[config.mk]
export PLATFORM = sky130hd
export DESIGN_NAME = id_ex_stage
export DESIGN_NICKNAME = d
export VERILOG_FILES = /design/src/rtl/core_pkg.sv /design/src/rtl/load_use_detector.sv /design/src/rtl/id_ex_stage.sv
export SDC_FILE = /design/constraint.sdc
export NUM_CORES = 1
export LEC_CHECK = 0
export ABC_AREA = 0
export CAP_MARGIN = 20
export CORE_ASPECT_RATIO = 0.7
export CORE_MARGIN = 5
export CORE_UTILIZATION = 33
export DETAILED_ROUTE_END_ITERATION = 16
export PLACE_DENSITY = 0.75
export SYNTH_ARGS = -nofsm -noshare
export SYNTH_HDL_FRONTEND = slang
export SYNTH_SLANG_ARGS = --single-unit
[constraint.sdc]
create_clock -name clk -period 1.6 [get_ports clk]
set_input_delay 0.32 -clock clk [delete_from_list [all_inputs] [get_ports clk]]
set_output_delay 0.32 -clock clk [all_outputs]
set_load 0.05 [all_outputs]
[src/rtl/core_pkg.sv]
// Shared definitions for the RV32 pipeline: datapath widths, ALU NOP code and
// the ID/EX hazard FSM states.
package core_pkg;

  localparam int unsigned XLEN         = 32;
  localparam int unsigned ALU_OP_WIDTH = 4;
  localparam int unsigned REG_IDX_W    = 5;

  localparam logic [ALU_OP_WIDTH-1:0] ALU_OP_NOP = '0;

  typedef enum logic {
    ST_RUN    = 1'b0,
    ST_BUBBLE = 1'b1
  } state_e;

endpackage

[src/rtl/load_use_detector.sv]
// Combinational load-use hazard term: a load in EX whose rd is read by the
// instruction currently in ID.
module load_use_detector (
  input  logic       ex_valid,
  input  logic       ex_mem_read,
  input  logic [4:0] ex_rd,
  input  logic       id_valid,
  input  logic [4:0] id_rs1,
  input  logic [4:0] id_rs2,
  input  logic       id_uses_rs1,
  input  logic       id_uses_rs2,
  output logic       haz
);

  logic rs1_hit;
  logic rs2_hit;

  always_comb begin
    rs1_hit = id_uses_rs1 & (ex_rd == id_rs1);
    rs2_hit = id_uses_rs2 & (ex_rd == id_rs2);
    haz     = ex_valid & ex_mem_read & (ex_rd != 5'd0) & id_valid & (rs1_hit | rs2_hit);
  end

endmodule

[src/rtl/id_ex_stage.sv]
// ID/EX pipeline register with load-use bubble injection, branch flush and stall hold.
// Optional macro BUBBLE_COUNTER_EN adds a 32-bit count of injected load-use bubbles.
module id_ex_stage #(
  parameter int unsigned XLEN             = core_pkg::XLEN,
  parameter int unsigned ALU_OP_WIDTH     = core_pkg::ALU_OP_WIDTH,
  parameter int unsigned LOAD_USE_BUBBLES = 1
) (
  input  logic                    clk,
  input  logic                    rst,
  input  logic                    stall_in,
  input  logic                    flush_in,
  input  logic                    id_valid,
  input  logic [XLEN-1:0]         id_pc,
  input  logic [XLEN-1:0]         id_rs1_data,
  input  logic [XLEN-1:0]         id_rs2_data,
  input  logic [XLEN-1:0]         id_imm,
  input  logic [4:0]              id_rs1,
  input  logic [4:0]              id_rs2,
  input  logic [4:0]              id_rd,
  input  logic                    id_uses_rs1,
  input  logic                    id_uses_rs2,
  input  logic                    id_immediate,
  input  logic                    id_pc_operation,
  input  logic                    id_mem_read,
  input  logic                    id_mem_write,
  input  logic                    id_reg_write,
  input  logic [ALU_OP_WIDTH-1:0] id_alu_op,
  output logic                    ex_valid,
  output logic [XLEN-1:0]         ex_pc,
  output logic [XLEN-1:0]         ex_rs1_data,
  output logic [XLEN-1:0]         ex_rs2_data,
  output logic [XLEN-1:0]         ex_imm,
  output logic [4:0]              ex_rs1,
  output logic [4:0]              ex_rs2,
  output logic [4:0]              ex_rd,
  output logic                    ex_immediate,
  output logic                    ex_pc_operation,
  output logic                    ex_mem_read,
  output logic                    ex_mem_write,
  output logic                    ex_reg_write,
  output logic [ALU_OP_WIDTH-1:0] ex_alu_op,
  output logic                    hold_if_id,
  output logic                    load_use_bubble
`ifdef BUBBLE_COUNTER_EN
  ,
  output logic [31:0]             bubble_count
`endif
);

  import core_pkg::*;

  typedef struct packed {
    logic                    valid;
    logic [XLEN-1:0]         pc;
    logic [XLEN-1:0]         rs1_data;
    logic [XLEN-1:0]         rs2_data;
    logic [XLEN-1:0]         imm;
    logic [4:0]              rs1;
    logic [4:0]              rs2;
    logic [4:0]              rd;
    logic                    immediate;
    logic                    pc_operation;
    logic                    mem_read;
    logic                    mem_write;
    logic                    reg_write;
    logic [ALU_OP_WIDTH-1:0] alu_op;
  } ex_pl_t;

  localparam logic [1:0] EXTRA_BUBBLES = 2'(LOAD_USE_BUBBLES - 1);

  ex_pl_t     ex_q;
  ex_pl_t     id_pl;
  state_e     state;
  logic [1:0] remaining;
  logic       haz;
  logic       bubble_cycle;

  load_use_detector u_detector (
    .ex_valid    (ex_q.valid),
    .ex_mem_read (ex_q.mem_read),
    .ex_rd       (ex_q.rd),
    .id_valid    (id_valid),
    .id_rs1      (id_rs1),
    .id_rs2      (id_rs2),
    .id_uses_rs1 (id_uses_rs1),
    .id_uses_rs2 (id_uses_rs2),
    .haz         (haz)
  );

  // Invalid ID slots carry their fields through but never any side-effecting control.
  always_comb begin
    id_pl              = '0;
    id_pl.valid        = id_valid;
    id_pl.pc           = id_pc;
    id_pl.rs1_data     = id_rs1_data;
    id_pl.rs2_data     = id_rs2_data;
    id_pl.imm          = id_imm;
    id_pl.rs1          = id_rs1;
    id_pl.rs2          = id_rs2;
    id_pl.rd           = id_rd;
    id_pl.alu_op       = ALU_OP_WIDTH'(ALU_OP_NOP);
    if (id_valid) begin
      id_pl.immediate    = id_immediate;
      id_pl.pc_operation = id_pc_operation;
      id_pl.mem_read     = id_mem_read;
      id_pl.mem_write    = id_mem_write;
      id_pl.reg_write    = id_reg_write;
      id_pl.alu_op       = id_alu_op;
    end
  end

  // In BUBBLE the hazard term is moot: EX already holds a bubble.
  assign bubble_cycle    = (state == ST_BUBBLE) | haz;
  assign load_use_bubble = ~rst & ~flush_in & ~stall_in & bubble_cycle;
  assign hold_if_id      = ~rst & ~flush_in & (stall_in | bubble_cycle);

  always_ff @(posedge clk) begin
    if (rst || flush_in) begin
      ex_q      <= '0;
      state     <= ST_RUN;
      remaining <= 2'd0;
    end else if (stall_in) begin
      ex_q      <= ex_q;
    end else if (bubble_cycle) begin
      ex_q <= '0;
      if (state == ST_RUN) begin
        if (LOAD_USE_BUBBLES > 1) begin
          remaining <= EXTRA_BUBBLES;
          state     <= ST_BUBBLE;
        end
      end else begin
        remaining <= remaining - 2'd1;
        if (remaining == 2'd1) state <= ST_RUN;
      end
    end else begin
      ex_q <= id_pl;
    end
  end

`ifdef BUBBLE_COUNTER_EN
  always_ff @(posedge clk) begin
    if (rst) bubble_count <= 32'd0;
    else if (load_use_bubble) bubble_count <= bubble_count + 32'd1;
  end
`endif

  assign ex_valid        = ex_q.valid;
  assign ex_pc           = ex_q.pc;
  assign ex_rs1_data     = ex_q.rs1_data;
  assign ex_rs2_data     = ex_q.rs2_data;
  assign ex_imm          = ex_q.imm;
  assign ex_rs1          = ex_q.rs1;
  assign ex_rs2          = ex_q.rs2;
  assign ex_rd           = ex_q.rd;
  assign ex_immediate    = ex_q.immediate;
  assign ex_pc_operation = ex_q.pc_operation;
  assign ex_mem_read     = ex_q.mem_read;
  assign ex_mem_write    = ex_q.mem_write;
  assign ex_reg_write    = ex_q.reg_write;
  assign ex_alu_op       = ex_q.alu_op;

endmodule

==> metrics, run 1 <==
Global Route Usage Sum=21.1%; failing checks=setup timing; fin worst setup slack=-0.703 ns; Slowest cell on crit path=dfxtp_4; share of cells above drive strength 1=35.9%; Post-Route Skew=0.0103 ns; Die X=156 um; CP Cell Sequence=xnor2_2, nand4_1, o22ai_2, nand3_4, a311oi_4, buf_12; fraction of registers with async set/reset=0%; launching point of the worst reg2reg path=ex_rd[3]; Syn. warnings=0; Worst slew margin=73.0%; hold_ws=0.321 ns; Hold Path Origin=id_rs1[2]; top cells by area, synth=dfxtp_1 64%, a22o_1 26%, xnor2_1 2.0%; register area share after synthesis=63.8%; CTS tree=built; FMAX=0.434 GHz; most common cell after layout, fill and taps aside=buf_4; first-pass GRT wire length=28.8 mm; design area=9510 um2; Mapped Avg Cell Area=12.9 um2; CORE AREA=14600 um2; clk slew on worst S/H paths=0.06 ns; CP peak stage delay=0.37 ns; crit path time final=2.30 ns; WL/cell=20.0 um; Netlist Area Pre-Place=4900 um2; WP data required=1.28 ns; Arr. time, crit path=1.98 ns; initial antenna violation count=0; Final period util=144%; Power, Total=9.88 mW; fin. max-slew vios=0; initial core utilization=33.5%; Synth Instances=379; R2R Setup Slk=-0.40 ns; CTS Buf Count=17; Clock Root Buffer=clkbuf_16; Post-DP Area=8240 um2; Max Root-Sink Buffers=2; leakage=4.14 nW; critical path class=reg -> out; endpoints failing hold=0; Layout fillers=1095; vias per cell=4.95; FF-to-FF End=ex_rs1_data[25]; Max Cap Violations=0; hold depth=2; Hold Path Class=in -> reg; pwr dens=1040 nW/um2; final wirelength=19.0 mm; synthesized net count=539; top_reg_cell synth=dfxtp_1; Worst Tran Pin Value=0.405 ns; Die Span Y=112 um; Final setup viols=155; DRC violation count after routing=0; critical-path maximum fanout=4; Via Count=4717; CP Launch Type=flop; status=finished, violations left; worst reg2reg path depth=9; Hold Path End=ex_rs1[2]; top cell type's share of synthesized area=63.8%; Port Buffers=313; RD Place Congestion=0.891; # diodes=0; RSZ-0062 raised after global routing=yes; initial DRC count=252; DPL Wire Length=13.0 mm; IO Pins=314; VDD IR max=0.571 mV; nets@finish=906; row cnt=37; area leader, netlist=dfxtp_1; Detail Route Antenna Nets=0; number of global-route vias before repair=5045; largest net degree at the start of global routing=33; H-Tree Depth=4; Post-CTS Hold Buffers=0; Overflow after GRT=0; Clk Latency, worst-skew pair=0.42 ns; Synth cell types=25; synthesis-to-layout area growth=94.1%; post-synthesis register bit count=156; EDFF count, synth=0; CP endpoint kind=primary output; die area=17400 um2; most frequent cells in the layout=173 x buf_4, 155 x clkdlybuf4s50_1, 149 x dfxtp_1; dpl ws=-0.725 ns; Detailed Routing Iterations Pass 1=4; clock sink count=156
-- flip-flops by register name (all words and copies together) (netlist names), 2 cells and up --
| signal | count |
|---|---|
| ex_imm | 32 |
| ex_pc | 32 |
| ex_rs1_data | 32 |
| ex_rs2_data | 32 |
| ex_rd | 5 |
| ex_rs1 | 5 |
| ex_rs2 | 5 |
| ex_alu_op | 4 |
| remaining | 2 |
-- worst max-delay path by stage --
stage	cells after the start	startpoint	endpoint
4_1_cts	6	ex_rd[4]	hold_if_id
5_1_grt	6	ex_rd[4]	hold_if_id
3_5_place_dp	7	id_rs1[4]	hold_if_id
6_report	6	ex_rd[3]	hold_if_id
3_3_place_gp	7	id_rs1[4]	hold_if_id
2_1_floorplan	6	ex_rd[1]	hold_if_id
-- timing repair --
item	4_1_cts	5_1_grt
setup buffers	17	5
gates resized for setup	46	7
pin swaps	4	19
endpoints found under the setup margin	155	155
hold endpoints to repair	0	0
gates cloned	16	3
-- cells in the mapped netlist (2+ instances only) --
cell	number
dfxtp_1	156
a22o_1	144
clkbuf_1	17
xnor2_1	11
a32o_1	8
buf_4	8
buf_2	7
inv_1	3
nand2_1	3
nor2_1	3
nor3_1	3
a21oi_1	2
nand4_1	2
-- per-stage QoR --
| stage | utilization (%) | setup TNS [ns] | cells |
|---|---|---|---|
| 3_5_place_dp | 56.4 | -97.83 | 891 |
| 3_3_place_gp | 56.4 | -90.37 | 891 |
| 2_1_floorplan | - | -5.55 | 379 |
| 6_report | 65.0 | -46.88 | 953 |
| 4_1_cts | 65.5 | -41.88 | 955 |
| 5_1_grt | 65.0 | -57.87 | 953 |
-- kinds of logic (layout without fill, tap and decap cells) --
logic type / after synthesis / count (layout) / share of synthesized area (%)
AO/OA/AOI/OAI: 159 / 159 / 28.6
flip-flops: 156 / 156 / 63.8
buffers and inverters: 35 / 414 / 3.47
adder cells (fa/ha/maj): 1 / 1 / 0.255
AND/OR/NAND/NOR: 17 / 17 / 1.97
XOR/XNOR: 11 / 11 / 1.97
-- where the power goes --
group / total, mW / internal, mW / leakage (nW) / switching, mW
Clock: 4.25 / 2.61 / 0.303 / 1.65
Combinational: 1.54 / 0.768 / 2.56 / 0.771
Sequential: 4.09 / 4.01 / 1.28 / 0.0832
Total: 9.88 / 7.38 / 4.14 / 2.50
-- routing by layer --
metal  share of wire [%]  global-route usage (%)
met1                  40                    24.5
met2                  51                    37.1
met3                 7.2                    5.94
met4                 2.1                    7.52
met5                   0                       0
-- area by class of cell --
cell class | count | area (um2) | share of cell area [%]
inverter | 3 | 11.3 | 0.118
tap | 195 | 244 | 2.57
timing repair buffer | 380 | 3780 | 39.8
clock buffer | 20 | 468 | 4.92
multi-input combinational | 188 | 1710 | 17.9
sequential | 156 | 3140 | 33.1
clock inverter | 11 | 155 | 1.63
-- critical path, delay by kind of cell, from the launching register on --
family / cells / cell delay (ns)
AOI/OAI and AO/OA: 2 / 0.56
xor gates and xnor gates: 1 / 0.15
buffers and inverters: 1 / 0.18
DFF: 1 / 0.37
and+or+nand+nor: 2 / 0.30
(Power assumes the default switching activity.)
==> inputs of run 2 (changes only) <==
--- a/config.mk
+++ b/config.mk
@@ -11,7 +11,9 @@
 export CORE_MARGIN = 5
 export CORE_UTILIZATION = 33
 export DETAILED_ROUTE_END_ITERATION = 16
+export GPL_TIMING_DRIVEN = 0
 export PLACE_DENSITY = 0.75
+export SLEW_MARGIN = 10
 export SYNTH_ARGS = -nofsm -noshare
 export SYNTH_HDL_FRONTEND = slang
 export SYNTH_SLANG_ARGS = --single-unit
==> run 2 against run 1 <==
- the run still ends with setup timing left
- total power hardly changed
- sequential share of layout area is 0.24 points higher
- clock skew fell by 0.0032 ns
- cell area down 0.71%
- first-iteration DRC count grew 14%
- combinational power decreased by 6%
- clock power rose by 2%
- critical path type unchanged
- critical endpoint unchanged
==> metrics, run 2 (synthesis gave the netlist of run 1 again) <==
critical-path maximum fanout=4 (unchanged); clock sink count=156 (unchanged); crit path time final=2.32 ns (+0.0140 ns); leakage=3.88 nW (-6.3%); RSZ-0062 raised after global routing=yes; Post-Layout Cell Count=951 (-0.21%); initial core utilization=33.5% (unchanged); nets@finish=902 (-0.44%); failing checks=setup timing; RD Place Congestion=0.935 (+5.0%); clk slew on worst S/H paths=0.06 ns (about the same); initial antenna violation count=2 (+2); H-Tree Depth=4 (unchanged); vias per cell=4.93 (-0.32%); Cells after DPL=887 (-0.45%); synthesis-to-layout area growth=92.8%; Arr. time, crit path=2.00 ns (+0.02 ns); pwr dens=1050 nW/um2 (+0.70%); endpoints failing hold=0 (unchanged); WL/cell=20.1 um (+0.59%); most common cell after layout, fill and taps aside=clkdlybuf4s50_1; CP endpoint kind=primary output; Hold Path Class=in -> reg; initial DRC count=288 (+14%); Detail Route Antenna Nets=0 (unchanged); Post-Route Skew=0.00709 ns (-0.00322 ns); Global Route Usage Sum=21.1% (+0.066 points); WP data required=1.28 ns (about the same); CTS Buf Count=17 (unchanged); dpl ws=-1.46 ns (-0.734 ns); Clk Latency, worst-skew pair=0.41 ns (about the same); critical path class=reg -> out; Overflow after GRT=0 (unchanged); Detailed Routing Iterations Pass 1=5 (+1); CTS tree=built; fin worst setup slack=-0.717 ns (-0.0140 ns); share of cells above drive strength 1=33.8% (-2.1 points); number of global-route vias before repair=4975 (-1.4%); Slowest cell on crit path=dfxtp_4; fin. max-slew vios=0 (unchanged); VDD IR max=0.593 mV (+3.7%); Max Cap Violations=0 (unchanged); Max Root-Sink Buffers=2 (unchanged); IO Pins=314 (unchanged); DRC violation count after routing=0 (unchanged); status=finished, violations left; Clock Root Buffer=clkbuf_16; CP Cell Sequence=xnor2_2, nand4_1, o22ai_2, nand3_2, clkbuf_16, a311oi_4, buf_6; die area=17400 um2 (unchanged); row cnt=37 (unchanged); Post-DP Area=8360 um2 (+1.5%); CP Launch Type=flop; Via Count=4692 (-0.53%); Worst Tran Pin Value=0.509 ns (+0.104 ns); Worst slew margin=66.1% (-6.9 points); CP peak stage delay=0.37 ns (about the same); Final setup viols=153 (-1.3%); CORE AREA=14600 um2 (unchanged); final wirelength=19.1 mm (+0.38%); Die X=156 um (unchanged); Final period util=145% (+0.88 points); largest net degree at the start of global routing=17 (-48%); first-pass GRT wire length=29.0 mm (+0.65%); DPL Wire Length=13.6 mm (+4.9%); FMAX=0.432 GHz (-0.60%); design area=9440 um2 (-0.71%); most frequent cells in the layout=152 x clkdlybuf4s50_1, 149 x dfxtp_1, 144 x a22o_1; Die Span Y=112 um (unchanged); Port Buffers=313 (unchanged); Sum Neg Setup Slack=-37.62 ns (+9.26 ns); Layout fillers=1116 (+1.9%)
run 2: cell types whose count changed in the layout (fill, tap and decap cells not counted), moves of 5 or more:
cell             delta
clkbuf_2           +70
buf_12             -18
buf_4             -163
buf_6               -5
clkbuf_1           +11
buf_8              +12
clkdlybuf4s15_2    +82
run 2: path summary, 6_finish.rpt:
kind | start | to | slack [ns] | cells past startpoint
setup / recovery | ex_rd[3] | hold_if_id | -0.72 | 7
setup reg to reg | ex_rd[1] | ex_rs2_data[4] | -0.35 | 9
hold / removal | id_rs1[1] | ex_rs1[1] | 0.33 | 2
hold reg to reg | ex_alu_op[2] | ex_alu_op[2] | 0.47 | 1
run 2: routing by layer:
metal,vias up,routed length (um),GRT usage (%)
met5,-,0,0
met4,0,474,8.51
met3,34,1530,7.15
met2,208,9310,35.4
met1,2233,7770,24.9
li1,2217,-,-
run 2: cell type report:
class / count / area [um2] / share of cell area (%)
clock buffer: 19 / 453 / 4.80
multi-input combinational: 188 / 1700 / 18.0
buffer: 32 / 315 / 3.34
antenna: 2 / 5.00 / 0.0530
inverter: 3 / 11.3 / 0.119
timing repair buffer: 344 / 3390 / 35.9
clock inverter: 12 / 183 / 1.94
tap: 195 / 244 / 2.58
sequential: 156 / 3140 / 33.3
run 2: metrics by stage:
step | util (%) | power, mW | hold WS (ns)
after detailed placement | 57.2 | 5.55 | 0.457
after floorplan | - | 4.81 | 0.397
after global routing | 64.5 | 10.2 | 0.337
after global placement | 57.2 | 5.53 | 0.448
after CTS | 66.8 | 9.98 | 0.306
final | 64.5 | 9.88 | 0.332
run 2: timing repair:
item | in CTS | in global routing
gates resized for setup | 487 | 80
pin swaps | 9 | 18
endpoints found under the setup margin | 308 | 223
hold buffers | 0 | 0
setup buffers | 14 | 5
gates cloned | 17 | 0
run 2: critical path, delay by kind of cell (launching register included):
| kind | cells | cell delay, ns |
|---|---|---|
| xor+xnor | 1 | 0.15 |
| simple gates | 2 | 0.28 |
| flops | 1 | 0.37 |
| compound gates | 2 | 0.42 |
| buf+inv | 2 | 0.38 |
run 2: power breakdown:
group / internal [mW] / switching (mW)
Sequential: 4.01 / 0.0789
Combinational: 0.693 / 0.762
Clock: 2.71 / 1.63
==> inputs of run 3 (changes only) <==
--- a/config.mk
+++ b/config.mk
@@ -6,10 +6,11 @@
 export NUM_CORES = 1
 export LEC_CHECK = 0
 export ABC_AREA = 0
-export CAP_MARGIN = 20
+export CAP_MARGIN = 10
 export CORE_ASPECT_RATIO = 0.7
 export CORE_MARGIN = 5
 export CORE_UTILIZATION = 33
+export CTS_CLUSTER_SIZE = 40
 export DETAILED_ROUTE_END_ITERATION = 16
 export GPL_TIMING_DRIVEN = 0
 export PLACE_DENSITY = 0.75
==> results of run 3 <==
The final DEF is identical to that of run 2; final timing and power are the same.
==> RTL change 1 (flow settings as in run 1) <==
Add a define of `BUBBLE_COUNTER_EN`.
--- a/src/rtl/id_ex_stage.sv
+++ b/src/rtl/id_ex_stage.sv
@@ -2,2 +2,4 @@
 // Optional macro BUBBLE_COUNTER_EN adds a 32-bit count of injected load-use bubbles.
+`define BUBBLE_COUNTER_EN
+
 module id_ex_stage #(
Formal check against the unedited RTL (old outputs only; new: bubble_count): equivalent (Yosys induction, for registers that start in step).
==> RTL change 1 against run 1 <==
- the flow still finishes with violations (setup timing)
- non-clock buffer count up 99
- sequential cell count increased by 32
- critical path depth up 3
- worst setup slack got worse by 17 ps
- design area grew 31%
- worst hold slack lost 72 ps
- sequential share of layout area is 2.1 points lower
- area after synthesis grew 33%
- clock skew is 8.2 ps higher
- core utilization decreased by 1.4 points
- power up 9.5%
- clock power rose by 3%
- wire length up 41%
==> RTL change 1: results (changes against run 1) <==
| Metric | Value |
|---|---|
| WL met2 | `12900 um (+34%)` |
| Setup Skew | `18.5 ps (+8.19 ps)` |
| Final Setup Violations | `187 (+21%)` |
| Routed wire per std cell | `20.4 um (+2.4%)` |
| Initial antenna violation count | `0 (unchanged)` |
| Fraction of layout cells with a size suffix above 1 | `44.2% (+8.4 points)` |
| Compound-Gate Fraction of Synth Area | `27.4% (-1.2 points)` |
| Post-synthesis sequential area ratio | `57.9% (-5.9 points)` |
| Area of the multi-input gates | `2930 sq um (+72%)` |
| Synth top area cells | `dfxtp_1 58%, a22o_1 19%, o31ai_1 2.8%` |
| Setup TNS | `-101270 ps (-54390 ps)` |
| Dpl ws | `-862 ps (-137 ps)` |
| Buffering overhead | `37.5% (-2.2 points)` |
| Most instantiated cells after synthesis | `188 x dfxtp_1, 144 x a22o_1, 38 x clkbuf_1` |
| Run status | `finished, violations left` |
| GRT Overall Usage | `22.2% (+1.1 points)` |
| Xor-xnor portion of the synthesized cell area | `1.48% (-0.49 points)` |
| Layout Nets | `1190 (+31%)` |
| DP HPWL | `18200 um (+41%)` |
| Static Leak | `5.17 nW (+25%)` |
| Syn nets | `742 (+38%)` |
| Post-CTS sizing | `49 (+6.5%)` |
| Clkbuf count | `18 (-10%)` |
| Failing checks | `setup timing` |
| Iteration-0 DRC count of the detailed router | `421 (+67%)` |
| Fillers | `1537 (+40%)` |
| Register area | `3860 sq um (+23%)` |
| Mux contribution to synthesized area | `0.346% (+0.35 points)` |
| Met3 WL post-DR | `1720 um (+26%)` |
| Sink Count | `188 (+21%)` |
| TritonRoute pass-1 iters | `6 (+2)` |
| Reg2reg start | `ex_rd[4]` |
| Nonclk inv count | `8 (+5)` |
| GR Util met2 | `35.7% (-1.3 points)` |
| Worst path arrival time | `2000 ps (+20 ps)` |
| Multi-input gates | `335 (+78%)` |
| Vias per cell | `5.14 (+3.9%)` |
| M1 WL | `11800 um (+56%)` |
| R2R depth | `10 (+1)` |
| Crit Path Max Fanout | `3 (-1)` |
| Crit path launch | `id_rs2[3]` |
| Reg2reg end | `ex_imm[18]` |
| Reg clk slew, reported paths | `80 ps (+20 ps)` |
| Clock-cell share | `4.98% (-1.6 points)` |
| Vias in the first global route | `6697 (+33%)` |
| VDD IR max | `0.630 mV (+10%)` |
| M3 GR Usage | `5.56% (-0.38 points)` |
| Min-delay src | `id_rs2[0]` |
| Post-route setup slack | `-720 ps (-16.8 ps)` |
| Non-clock buffers | `479 (+26%)` |
-- RTL change 1: changes by cell type in the layout (fill, tap and decap cells not counted), sizes merged, moves of 8 or more --
cell / run 1 / this run
buf: 219 / 317
dfxtp: 156 / 188
inv: 7 / 17
o31ai: 0 / 24
nand3: 1 / 12
nor2: 3 / 11
or4: 0 / 26
a21oi: 2 / 30
nand2: 3 / 18
-- RTL change 1: logic make-up after synthesis --
kind of cell | count (synthesis)
adder cells (fa/ha/maj) | 2
multiplexers | 2
AND/OR/NAND/NOR | 100
AO/OA/AOI/OAI | 219
buffers and inverters | 59
flip-flops | 188
XOR/XNOR | 11
-- RTL change 1: where the power goes --
group	switching, mW	internal (mW)	total [mW]	leakage, nW
clock network	2.19	2.19	4.38	0.300
logic	0.819	0.767	1.59	3.32
registers	0.0849	4.77	4.85	1.55
total	3.09	7.73	10.8	5.17
-- RTL change 1: stage by stage --
stage / area, sq um / instances / util [%]
floorplan: 6910 / 581 / -
detailed placement: 11000 / 1246 / 56.1
finish: 12400 / 1312 / 63.6
CTS: 12200 / 1305 / 62.4
global route: 12400 / 1312 / 63.6
global placement: 11000 / 1246 / 56.1
-- RTL change 1: how the worst min path moves through the flow --
stage	endpoint	slack (ps)	cells past startpoint
after floorplan	state	440	2
after global placement	ex_immediate	450	1
after detailed placement	ex_reg_write	460	1
after CTS	ex_rs1[3]	310	2
after global routing	ex_rs2[0]	260	2
final	ex_rs2[0]	250	2
-- RTL change 1: worst max-delay path, stage by stage --
cell             delay [ps]
clkdlybuf4s50_1         520
xnor2_2                 120
nand4_1                 140
o22ai_2                 200
a21oi_4                 120
buf_4                   160
buf_6                   120
a21boi_4                150
buf_12                  150
==> RTL change 2 (config.mk and constraints of run 1) <==
Without the edit above. Set the package constant `XLEN` to 24 (it was 32).
--- a/src/rtl/core_pkg.sv
+++ b/src/rtl/core_pkg.sv
@@ -4,3 +4,3 @@
 
-  localparam int unsigned XLEN         = 32;
+  localparam int unsigned XLEN         = 24;
   localparam int unsigned ALU_OP_WIDTH = 4;
Interface: changed (8 resized); port bits go from 314 to 250. The function was not compared with the original's and may differ.
==> RTL change 2 against run 1 <==
- the flow still finishes with violations (setup timing)
- critical endpoint is now load_use_bubble
- largest power group unchanged
- wire length down 21%
- design area down 18%
- worst setup slack better by 95 ps
- area after synthesis down 19%
- sequential cell count down 32
- critical path depth up 1
- largest cell class unchanged
- power down 13%
- die area down 17%
==> RTL change 2: results (changes against run 1) <==
| Metric | Value |
|---|---|
| Largest net degree at the start of global routing | `32 (-3.0%)` |
| Failing checks | `setup timing` |
| DR vias | `3820 (-19%)` |
| Combinational Power | `1.25 mW (-19%)` |
| Post-CTS sizing | `30 (-35%)` |
| Post-synthesis sequential area ratio | `62.3% (-1.4 points)` |
| PD cells | `1100 nW/um^2 (+5.8%)` |
| Number of post-CTS setup repair buffers | `15 (-2)` |
| I/O Buffers | `249 (-20%)` |
| Most instantiated cells after synthesis | `124 x dfxtp_1, 112 x a22o_1, 14 x clkbuf_1` |
| M1 WL | `6410 um (-16%)` |
| Switch share | `24.5% (-0.78 points)` |
| VDD IR max | `0.744 mV (+30%)` |
| Met3 WL post-DR | `1180 um (-13%)` |
| Post-route setup slack | `-609 ps (+94.9 ps)` |
| Compound-Gate Fraction of Synth Area | `28.1% (-0.45 points)` |
| Vias in the first global route | `4080 (-19%)` |
| Final Setup Violations | `123 (-21%)` |
| Reg2reg end | `ex_rs2_data[21]` |
| Setup Skew | `11.8 ps (+1.48 ps)` |
| Layout Nets | `733 (-19%)` |
| P_seq | `3.24 mW (-21%)` |
| Setup TNS | `-34050 ps (+12830 ps)` |
| Dpl cells | `715 (-20%)` |
| DP HPWL | `9730 um (-25%)` |
| Run status | `finished, violations left` |
| Iteration-0 DRC count of the detailed router | `115 (-54%)` |
| Area of placed instances | `6590 sq um (-20%)` |
[RTL change 2: worst max path at each step]
| stage | to | start | cells after the start |
|---|---|---|---|
| floorplan | hold_if_id | ex_rd[1] | 6 |
| CTS | hold_if_id | ex_rd[1] | 6 |
| detailed placement | hold_if_id | id_rs1[2] | 7 |
| finish | load_use_bubble | ex_rd[2] | 7 |
| global placement | hold_if_id | id_rs1[4] | 7 |
| global route | load_use_bubble | ex_rd[1] | 7 |
[RTL change 2: cell type report]
type                            count  area, sq um  share of cell area, %
Timing Repair Buffer              304         3070                   39.3
Sequential cell                   124         2500                   32.0
Multi-Input combinational cell    155         1400                   17.9
Clock buffer                       19          443                   5.67
Tap cell                          157          196                   2.51
Clock inverter                     13          188                   2.40
Inverter                            3         11.3                  0.144
[RTL change 2: per-layer routing]
metal | up-vias | track usage, %
li1 | 1800 | -
met1 | 1836 | 24.6
met2 | 170 | 33.7
met3 | 14 | 6.13
met4 | 0 | 7.00
met5 | - | 0
